## src/rtl/mem_port_arbiter_if.sv

```systemverilog
// rtl/mem_port_arbiter_if.sv - requester-side request/response bundle for mem_port_arbiter
//
// One instance per requester. The requester drives the request fields and
// consumes the grant and the response; the arbiter does the opposite.
//
// Signals:
//   valid      requester -> arbiter  request present, held until ready
//   address    requester -> arbiter  word address, top two bits select region
//   writeData  requester -> arbiter  write data (ignored for reads)
//   we         requester -> arbiter  1 = write, 0 = read
//   ready      arbiter -> requester  grant, handshake when valid && ready
//   rsp_valid  arbiter -> requester  one-cycle response strobe
//   rsp_data   arbiter -> requester  response word, held between strobes
//   rsp_fault  arbiter -> requester  response belongs to a suppressed write
//
// Modports:
//   master  requester side
//   slave   arbiter side

interface mem_port_arbiter_if #(
    parameter int DATA_SIZE    = 16,
    parameter int ADDRESS_SIZE = 12
);
    logic                    valid;
    logic [ADDRESS_SIZE-1:0] address;
    logic [DATA_SIZE-1:0]    writeData;
    logic                    we;
    logic                    ready;
    logic                    rsp_valid;
    logic [DATA_SIZE-1:0]    rsp_data;
    logic                    rsp_fault;

    modport master (
        output valid,
        output address,
        output writeData,
        output we,
        input  ready,
        input  rsp_valid,
        input  rsp_data,
        input  rsp_fault
    );

    modport slave (
        input  valid,
        input  address,
        input  writeData,
        input  we,
        output ready,
        output rsp_valid,
        output rsp_data,
        output rsp_fault
    );
endinterface

```

## src/rtl/mem_port_arbiter.sv

```systemverilog
// rtl/mem_port_arbiter.sv - round-robin sharing of RAM/IO port B between two requesters
//
// Requester 0 is the CPU data path, requester 1 the paint/blit engine. Both
// compete for a single address/data/write-enable bundle that fans out to
// port B of the RAM block and of the IO block. The pipeline accepts one
// request per cycle and answers every accepted request exactly two cycles
// after its handshake edge:
//
//   E0  handshake: winner's address/data registered onto the memory bus,
//       write enable qualified by region, tag/region/fault captured.
//   E1  RAM and IO register their outputs; tag/region/fault advance.
//   E2  returned word steered by region into the tagged requester's
//       response registers, rsp_valid strobes for one cycle.
//
// Address regions (top two address bits):
//   00  code, read-only     reads RAM; writes suppressed, flagged as fault
//   01  data RAM            reads/writes RAM
//   10  data RAM            reads/writes RAM
//   11  IO registers        reads IO; writes suppressed, flagged as fault
//
// Ports:
//   i_clk            single clock, all state on the rising edge
//   i_reset          asynchronous, active-high
//   r0, r1           requester bundles (mem_port_arbiter_if.slave)
//   o_mem_address    to RAM/IO port B address
//   o_mem_writeData  to RAM/IO port B write data
//   o_mem_we         to RAM/IO port B write enable
//   i_ram_out        RAM port B registered output
//   i_io_out         IO port B registered output

module mem_port_arbiter #(
    parameter int DATA_SIZE    = 16,
    parameter int ADDRESS_SIZE = 12
) (
    input  logic                    i_clk,
    input  logic                    i_reset,
    mem_port_arbiter_if.slave       r0,
    mem_port_arbiter_if.slave       r1,
    output logic [ADDRESS_SIZE-1:0] o_mem_address,
    output logic [DATA_SIZE-1:0]    o_mem_writeData,
    output logic                    o_mem_we,
    input  logic [DATA_SIZE-1:0]    i_ram_out,
    input  logic [DATA_SIZE-1:0]    i_io_out
);

    localparam logic [1:0] REGION_CODE = 2'b00;
    localparam logic [1:0] REGION_IO   = 2'b11;

    // ------------------------------------------------------------------
    // Arbitration
    // ------------------------------------------------------------------

    // Most recent winner. Resets to 1 so requester 0 wins the first tie.
    logic r_last;

    logic w_r0_ready;
    logic w_r1_ready;
    logic w_handshake;
    logic w_sel;

    // Ready is purely combinational from the valids and r_last, so it
    // follows the valids even while reset is held; the registers below
    // simply ignore the handshake during reset.
    assign w_r0_ready  = r0.valid && (!r1.valid || r_last);
    assign w_r1_ready  = r1.valid && (!r0.valid || !r_last);
    assign w_handshake = w_r0_ready || w_r1_ready;
    // Winner id; only meaningful when w_handshake is high.
    assign w_sel       = w_r1_ready;

    assign r0.ready = w_r0_ready;
    assign r1.ready = w_r1_ready;

    // ------------------------------------------------------------------
    // Winner request mux and region decode
    // ------------------------------------------------------------------

    logic [ADDRESS_SIZE-1:0] w_addr;
    logic [DATA_SIZE-1:0]    w_wdata;
    logic                    w_we;
    logic [1:0]              w_region;
    logic                    w_region_writable;
    logic                    w_fault;

    assign w_addr   = w_sel ? r1.address   : r0.address;
    assign w_wdata  = w_sel ? r1.writeData : r0.writeData;
    assign w_we     = w_sel ? r1.we        : r0.we;
    assign w_region = w_addr[ADDRESS_SIZE-1:ADDRESS_SIZE-2];

    // Only the two data-RAM regions accept writes.
    assign w_region_writable = (w_region != REGION_CODE) && (w_region != REGION_IO);
    assign w_fault           = w_we && !w_region_writable;

    // ------------------------------------------------------------------
    // Stage 1: memory bus drive and request bookkeeping
    // ------------------------------------------------------------------

    logic                    r_s1_valid;
    logic                    r_s1_tag;
    logic [1:0]              r_s1_region;
    logic                    r_s1_fault;
    logic [ADDRESS_SIZE-1:0] r_mem_address;
    logic [DATA_SIZE-1:0]    r_mem_writeData;
    logic                    r_mem_we;

    always_ff @(posedge i_clk or posedge i_reset) begin
        if (i_reset) begin
            r_last          <= 1'b1;
            r_s1_valid      <= 1'b0;
            r_s1_tag        <= 1'b0;
            r_s1_region     <= 2'b00;
            r_s1_fault      <= 1'b0;
            r_mem_address   <= '0;
            r_mem_writeData <= '0;
            r_mem_we        <= 1'b0;
        end else if (w_handshake) begin
            r_last          <= w_sel;
            r_s1_valid      <= 1'b1;
            r_s1_tag        <= w_sel;
            r_s1_region     <= w_region;
            r_s1_fault      <= w_fault;
            r_mem_address   <= w_addr;
            r_mem_writeData <= w_wdata;
            r_mem_we        <= w_we && w_region_writable;
        end else begin
            // Idle cycle: address/data hold so the RAM output is stable,
            // but the write enable must drop so a write never repeats.
            r_s1_valid      <= 1'b0;
            r_mem_we        <= 1'b0;
        end
    end

    assign o_mem_address   = r_mem_address;
    assign o_mem_writeData = r_mem_writeData;
    assign o_mem_we        = r_mem_we;

    // ------------------------------------------------------------------
    // Stage 2: wait for the RAM/IO output registers
    // ------------------------------------------------------------------

    logic       r_s2_valid;
    logic       r_s2_tag;
    logic [1:0] r_s2_region;
    logic       r_s2_fault;

    always_ff @(posedge i_clk or posedge i_reset) begin
        if (i_reset) begin
            r_s2_valid  <= 1'b0;
            r_s2_tag    <= 1'b0;
            r_s2_region <= 2'b00;
            r_s2_fault  <= 1'b0;
        end else begin
            r_s2_valid  <= r_s1_valid;
            r_s2_tag    <= r_s1_tag;
            r_s2_region <= r_s1_region;
            r_s2_fault  <= r_s1_fault;
        end
    end

    // ------------------------------------------------------------------
    // Response: steer by region, deliver to the tagged requester
    // ------------------------------------------------------------------

    logic [DATA_SIZE-1:0] w_rsp_word;
    logic                 w_rsp_to_r0;
    logic                 w_rsp_to_r1;

    assign w_rsp_word  = (r_s2_region == REGION_IO) ? i_io_out : i_ram_out;
    assign w_rsp_to_r0 = r_s2_valid && !r_s2_tag;
    assign w_rsp_to_r1 = r_s2_valid &&  r_s2_tag;

    logic                 r_r0_rsp_valid;
    logic [DATA_SIZE-1:0] r_r0_rsp_data;
    logic                 r_r0_rsp_fault;
    logic                 r_r1_rsp_valid;
    logic [DATA_SIZE-1:0] r_r1_rsp_data;
    logic                 r_r1_rsp_fault;

    // Data and fault only update on a strobe and hold otherwise.
    always_ff @(posedge i_clk or posedge i_reset) begin
        if (i_reset) begin
            r_r0_rsp_valid <= 1'b0;
            r_r0_rsp_data  <= '0;
            r_r0_rsp_fault <= 1'b0;
        end else begin
            r_r0_rsp_valid <= w_rsp_to_r0;
            if (w_rsp_to_r0) begin
                r_r0_rsp_data  <= w_rsp_word;
                r_r0_rsp_fault <= r_s2_fault;
            end
        end
    end

    always_ff @(posedge i_clk or posedge i_reset) begin
        if (i_reset) begin
            r_r1_rsp_valid <= 1'b0;
            r_r1_rsp_data  <= '0;
            r_r1_rsp_fault <= 1'b0;
        end else begin
            r_r1_rsp_valid <= w_rsp_to_r1;
            if (w_rsp_to_r1) begin
                r_r1_rsp_data  <= w_rsp_word;
                r_r1_rsp_fault <= r_s2_fault;
            end
        end
    end

    assign r0.rsp_valid = r_r0_rsp_valid;
    assign r0.rsp_data  = r_r0_rsp_data;
    assign r0.rsp_fault = r_r0_rsp_fault;
    assign r1.rsp_valid = r_r1_rsp_valid;
    assign r1.rsp_data  = r_r1_rsp_data;
    assign r1.rsp_fault = r_r1_rsp_fault;

endmodule

```

## src/flat_wrapper.sv

```systemverilog
// flat-port wrapper written by rule: the top's interface ports become plain ports
module mem_port_arbiter_flat 
#(
    parameter int DATA_SIZE    = 16,
    parameter int ADDRESS_SIZE = 12
)
  (i_clk, i_reset, o_mem_address, o_mem_writeData, o_mem_we, i_ram_out, i_io_out, r0_valid, r0_address, r0_writeData, r0_we, r0_ready, r0_rsp_valid, r0_rsp_data, r0_rsp_fault, r1_valid, r1_address, r1_writeData, r1_we, r1_ready, r1_rsp_valid, r1_rsp_data, r1_rsp_fault);
  mem_port_arbiter_if #(.DATA_SIZE(DATA_SIZE), .ADDRESS_SIZE(ADDRESS_SIZE)) r0_i ();
  mem_port_arbiter_if #(.DATA_SIZE(DATA_SIZE), .ADDRESS_SIZE(ADDRESS_SIZE)) r1_i ();
  input  logic i_clk;
  input  logic i_reset;
  output logic [ADDRESS_SIZE-1:0] o_mem_address;
  output logic [DATA_SIZE-1:0] o_mem_writeData;
  output logic o_mem_we;
  input  logic [DATA_SIZE-1:0] i_ram_out;
  input  logic [DATA_SIZE-1:0] i_io_out;
  input wire logic [$bits(r0_i.valid)-1:0] r0_valid;
  input wire logic [$bits(r0_i.address)-1:0] r0_address;
  input wire logic [$bits(r0_i.writeData)-1:0] r0_writeData;
  input wire logic [$bits(r0_i.we)-1:0] r0_we;
  output wire logic [$bits(r0_i.ready)-1:0] r0_ready;
  output wire logic [$bits(r0_i.rsp_valid)-1:0] r0_rsp_valid;
  output wire logic [$bits(r0_i.rsp_data)-1:0] r0_rsp_data;
  output wire logic [$bits(r0_i.rsp_fault)-1:0] r0_rsp_fault;
  input wire logic [$bits(r1_i.valid)-1:0] r1_valid;
  input wire logic [$bits(r1_i.address)-1:0] r1_address;
  input wire logic [$bits(r1_i.writeData)-1:0] r1_writeData;
  input wire logic [$bits(r1_i.we)-1:0] r1_we;
  output wire logic [$bits(r1_i.ready)-1:0] r1_ready;
  output wire logic [$bits(r1_i.rsp_valid)-1:0] r1_rsp_valid;
  output wire logic [$bits(r1_i.rsp_data)-1:0] r1_rsp_data;
  output wire logic [$bits(r1_i.rsp_fault)-1:0] r1_rsp_fault;
  assign r0_i.valid = r0_valid;
  assign r0_i.address = r0_address;
  assign r0_i.writeData = r0_writeData;
  assign r0_i.we = r0_we;
  assign r0_ready = r0_i.ready;
  assign r0_rsp_valid = r0_i.rsp_valid;
  assign r0_rsp_data = r0_i.rsp_data;
  assign r0_rsp_fault = r0_i.rsp_fault;
  assign r1_i.valid = r1_valid;
  assign r1_i.address = r1_address;
  assign r1_i.writeData = r1_writeData;
  assign r1_i.we = r1_we;
  assign r1_ready = r1_i.ready;
  assign r1_rsp_valid = r1_i.rsp_valid;
  assign r1_rsp_data = r1_i.rsp_data;
  assign r1_rsp_fault = r1_i.rsp_fault;
  mem_port_arbiter #(.DATA_SIZE(DATA_SIZE), .ADDRESS_SIZE(ADDRESS_SIZE)) u_core (.i_clk(i_clk), .i_reset(i_reset), .r0(r0_i), .r1(r1_i), .o_mem_address(o_mem_address), .o_mem_writeData(o_mem_writeData), .o_mem_we(o_mem_we), .i_ram_out(i_ram_out), .i_io_out(i_io_out));
endmodule
```

## config.mk

```make
export PLATFORM = sky130hd
export DESIGN_NAME = mem_port_arbiter_flat
export DESIGN_NICKNAME = d
export VERILOG_FILES = /design/src/rtl/mem_port_arbiter_if.sv /design/src/rtl/mem_port_arbiter.sv /design/src/flat_wrapper.sv
export SDC_FILE = /design/constraint.sdc
export NUM_CORES = 1
export LEC_CHECK = 0
export BUFFER_PORTS_ARGS = -buffer_cell sky130_fd_sc_hd__buf_2
export CAP_MARGIN = 20
export CORE_ASPECT_RATIO = 0.5
export CORE_UTILIZATION = 41
export DETAILED_ROUTE_END_ITERATION = 8
export HOLD_SLACK_MARGIN = 0.15
export PLACE_DENSITY = 0.88
export SETUP_SLACK_MARGIN = 0.4
export SLEW_MARGIN = 20
export SYNTH_ARGS = -nofsm -noshare
export SYNTH_HDL_FRONTEND = slang
export SYNTH_SLANG_ARGS = --single-unit
export TNS_END_PERCENT = 5
```

## constraint.sdc

```tcl
create_clock -name i_clk -period 2.6 [get_ports i_clk]
set_input_delay 0.65 -clock i_clk [delete_from_list [all_inputs] [get_ports i_clk]]
set_output_delay 0.65 -clock i_clk [all_outputs]
set_load 0.02 [all_outputs]
```

==> results by stage <==
Synth:
- The average instance in the mapped netlist occupies 10.66 um^2.
- Counting every instance in the synthesized netlist gives 288.
- The cell area that synthesis handed to floorplanning was 0.003070 mm^2.
- The share of the Yosys chip area taken by registers is 0.6035.
- Synthesis produced a netlist with a net count of 382.
- The flop and latch count out of synthesis is 74.
- The count of yosys warnings during synthesis is 0.
- After synthesis, the netlist uses 24 different library cells.

Drt:
- The final antenna-violating net count is 0.
- The pre-antenna-repair detailed-routing pass consisted of 4 iterations.
- The routed wire length per instance is 14.06 um.
- The routed layout has 2692 vias.
- In this run, the number of DRC markers left after iteration 0 of detailed routing was 112.
- Wires add up to 7622 um.
- The total DRC errors in the routed layout is 0.
- The detailed-route vias per instance is 4.967.

Timing:
- The number of hold violations in the final report is 0.
- The share of the clock period used by the worst path is 0.7550.
- Setup violations remaining at the end of the flow were counted as 0.
- The maximum clock frequency is 509.4 MHz.
- For the final database, setup skew stands at 0.004496 ns.
- Setup repair after global routing left no endpoint under its margin.
- For the pin with the worst max-slew slack, the measured transition is 0.6255 ns.
- The max-slew violation count is 0.
- The time the final worst path needs with I/O delays and setup is 1.963 ns.
- Headroom to the max-slew limit came out at 0.5821.
- The setup TNS is 0 ns.

CTS:
- The buffer type at the clock tree root is sky130_fd_sc_hd__clkbuf_16.
- The TritonCTS clock tree is built.
- Buffers inserted during clock tree synthesis total 9.
- The post-CTS resize count is 0.
- The number of buffers added to fix hold violations after cts is 0.
- The number of sinks on the clock net is 74.
- The clock passes through at most 2 buffers.
- The post-CTS repair timing setup buffer count is 0.
- The clock transition time at the flip-flop clock pins of the worst setup and hold paths is 0.06 ns.
- The number of H-tree levels is 3.
- The clock latency on the worst-skew pair is 0.33 ns.

Place:
- The placed instances occupy a cell area of 0.003934 mm^2.
- The number of placed instances, taps included, is 526.
- The congestion estimate from routability-driven global placement came to 0.7736.
- Summed over all nets, the half-perimeter wirelength after detailed placement is 5516 um.
- The count of input and output buffers is 160.

Layout:
- The top cell types in the final layout, fill and taps aside, are 160 x sky130_fd_sc_hd__buf_2, 73 x sky130_fd_sc_hd__dfrtp_1, 70 x sky130_fd_sc_hd__nand2_1.
- The post-route non-filler standard cell count is 542.
- The count of nets after finishing is 539.
- The final design area excluding fillers is 0.004302 mm^2.
- The layout filler cell count is 597.
- Leaving out fill and tap cells, the most frequent cell in the layout is sky130_fd_sc_hd__buf_2.
- The number of inserted diodes is 0.
- Of the cells placed in the final design, the portion with a size suffix greater than 1 is 0.4289.
- The area growth from synthesis to layout is 40.10%.

Setup path:
- At the worst endpoint, the required time is 1.95 ns.
- The type of the setup path with the least slack is flop to output port.
- Of all nets on the critical path, the largest fanout is 6.
- The worst setup path is captured at an output port.
- The worst setup path is launched from a flop.
- The critical path data arrival time is 1.31 ns.

Power:
- VDD sags by at most 401.9 uV.
- The static power due to leakage is 2.281 nW.
- The power density of the placed cells is 880.3 mW/mm^2.

GRT:
- The maximum number of pins on one net before global-route repair is 48.
- The number of global-route vias before repair is 2598.
- The first-pass GRT wire length is 12740 um.
- The initial antenna violation count is 0.
- The total overflow left after global routing is 0.
- The overall routing resource usage is 0.2072.

Die:
- The initial utilization of the core area, before any placement, comes to 0.4410.
- The die covers 0.007860 mm^2.
- The initialized floorplan defines 21 standard-cell rows.
- The number of I/O pins is 161.
- The vertical die dimension is 63.19 um.
- In this run the standard cell core region covers 0.006963 mm^2.
- The floorplan step set the die width to 124.4 um.

Outcome:
- The run finished with clean final reports.

Worst hold path:
- The min-delay analysis places its worst path in the category flop to flop.

Flow run:
- The number of max-capacitance violations reported is 0.
## final timing paths
check                                       startpoint                                end  slack, ns  cells past startpoint
setup reg to reg             u_core.r_last$_DFFE_PP1P_      u_core.r_s1_fault$_DFFE_PP0P_       1.10                      5
hold / removal             u_core.r_s1_valid$_DFF_PP0_        u_core.r_s2_valid$_DFF_PP0_       0.35                      0
setup / recovery             u_core.r_last$_DFFE_PP1P_                           r0_ready       0.64                      4
min in group asynchronous                      i_reset  u_core.r1.rsp_data[4]$_DFFE_PP0P_       0.40                      2
hold reg to reg            u_core.r_s1_valid$_DFF_PP0_        u_core.r_s2_valid$_DFF_PP0_       0.35                      0
max in group asynchronous                      i_reset          u_core.r_last$_DFFE_PP1P_       1.52                      3
## final cells by class
cell class / instances / area, um^2 / area share
timing repair buffer: 168 / 873.3 / 0.2030
inverter: 7 / 30.03 / 0.006981
sequential: 74 / 1853 / 0.4308
multi-input combinational: 185 / 1062 / 0.2469
clock inverter: 5 / 125.1 / 0.02909
clock buffer: 11 / 242.7 / 0.05643
tap: 92 / 115.1 / 0.02676
## flip-flops by register name, summed over array words and instances, names as in the netlist
signal and cells:
u_core.r_s1_fault 1, u_core.o_mem_address 12, u_core.r1.rsp_data 16, u_core.r_s1_valid 1
u_core.o_mem_writeData 16, u_core.r0.rsp_valid 1, u_core.r_s2_region 2, u_core.r_s1_tag 1
u_core.r_s2_fault 1, u_core.r0.rsp_fault 1, u_core.r0.rsp_data 16, u_core.r_s2_valid 1
u_core.o_mem_we 1, u_core.r1.rsp_valid 1, u_core.r_last 1, u_core.r_s2_tag 1
u_core.r1.rsp_fault 1
## where the power goes
part / internal [mW] / total [mW] / leakage (nW) / switching [mW]
Combinational: 0.303 / 0.836 / 1.22 / 0.532
Clock: 1.06 / 1.51 / 0.180 / 0.454
Sequential: 1.34 / 1.44 / 0.879 / 0.0960
Total: 2.70 / 3.79 / 2.28 / 1.08
## per-stage QoR
step	hold slack [ns]	setup slack [ns]	utilization	power (mW)
floorplan	0.3312	0.6447	-	1.973
detailed placement	0.3347	0.6979	0.5650	2.305
global placement	0.3321	0.7088	0.5650	2.277
global route	0.3522	0.5678	0.6178	3.983
finish	0.3461	0.6370	0.6178	3.787
CTS	0.3475	0.6207	0.6178	3.832
## cells by family after synthesis
logic type      synth area share
simple gates              0.1210
flops                     0.6035
compound gates            0.1418
buf+inv                  0.05134
mux                      0.07661
xor+xnor                0.005706
## synth_stat cells (all sizes together)
| cell | count | area share |
|---|---|---|
| dfrtp | 73 | 0.59 |
| inv | 7 | 0.0086 |
| a32oi | 25 | 0.071 |
| nand2 | 71 | 0.088 |
| a21bo | 1 | 0.0053 |
| and2 | 1 | 0.0020 |
| clkbuf | 5 | 0.0061 |
| xnor2 | 2 | 0.0057 |
| mux2i | 19 | 0.062 |
| a22oi | 2 | 0.0049 |
| buf | 17 | 0.037 |
| a21oi | 17 | 0.028 |
| nor2 | 18 | 0.022 |
| mux2 | 4 | 0.015 |
| o21ai | 20 | 0.033 |
| nand2b | 2 | 0.0041 |
| nor2b | 1 | 0.0020 |
| nand3 | 2 | 0.0033 |
| dfstp | 1 | 0.0086 |
## critical path, cell delays in order (launching register included)
cell,delay (ns)
sky130_fd_sc_hd__dfstp_2,0.59
sky130_fd_sc_hd__nand2b_1,0.14
sky130_fd_sc_hd__nand2_1,0.05
sky130_fd_sc_hd__inv_1,0.05
sky130_fd_sc_hd__buf_2,0.15
## layer usage
metal  part of all wire  global-route usage  vias to the layer above
li1                   -                   -                     1307
met1               0.43              0.2508                     1264
met2               0.51              0.3598                      101
met3              0.043             0.04843                       20
met4              0.021             0.08434                        0
met5                  0                   0                        -
Power figures use the tool's default switching activity.
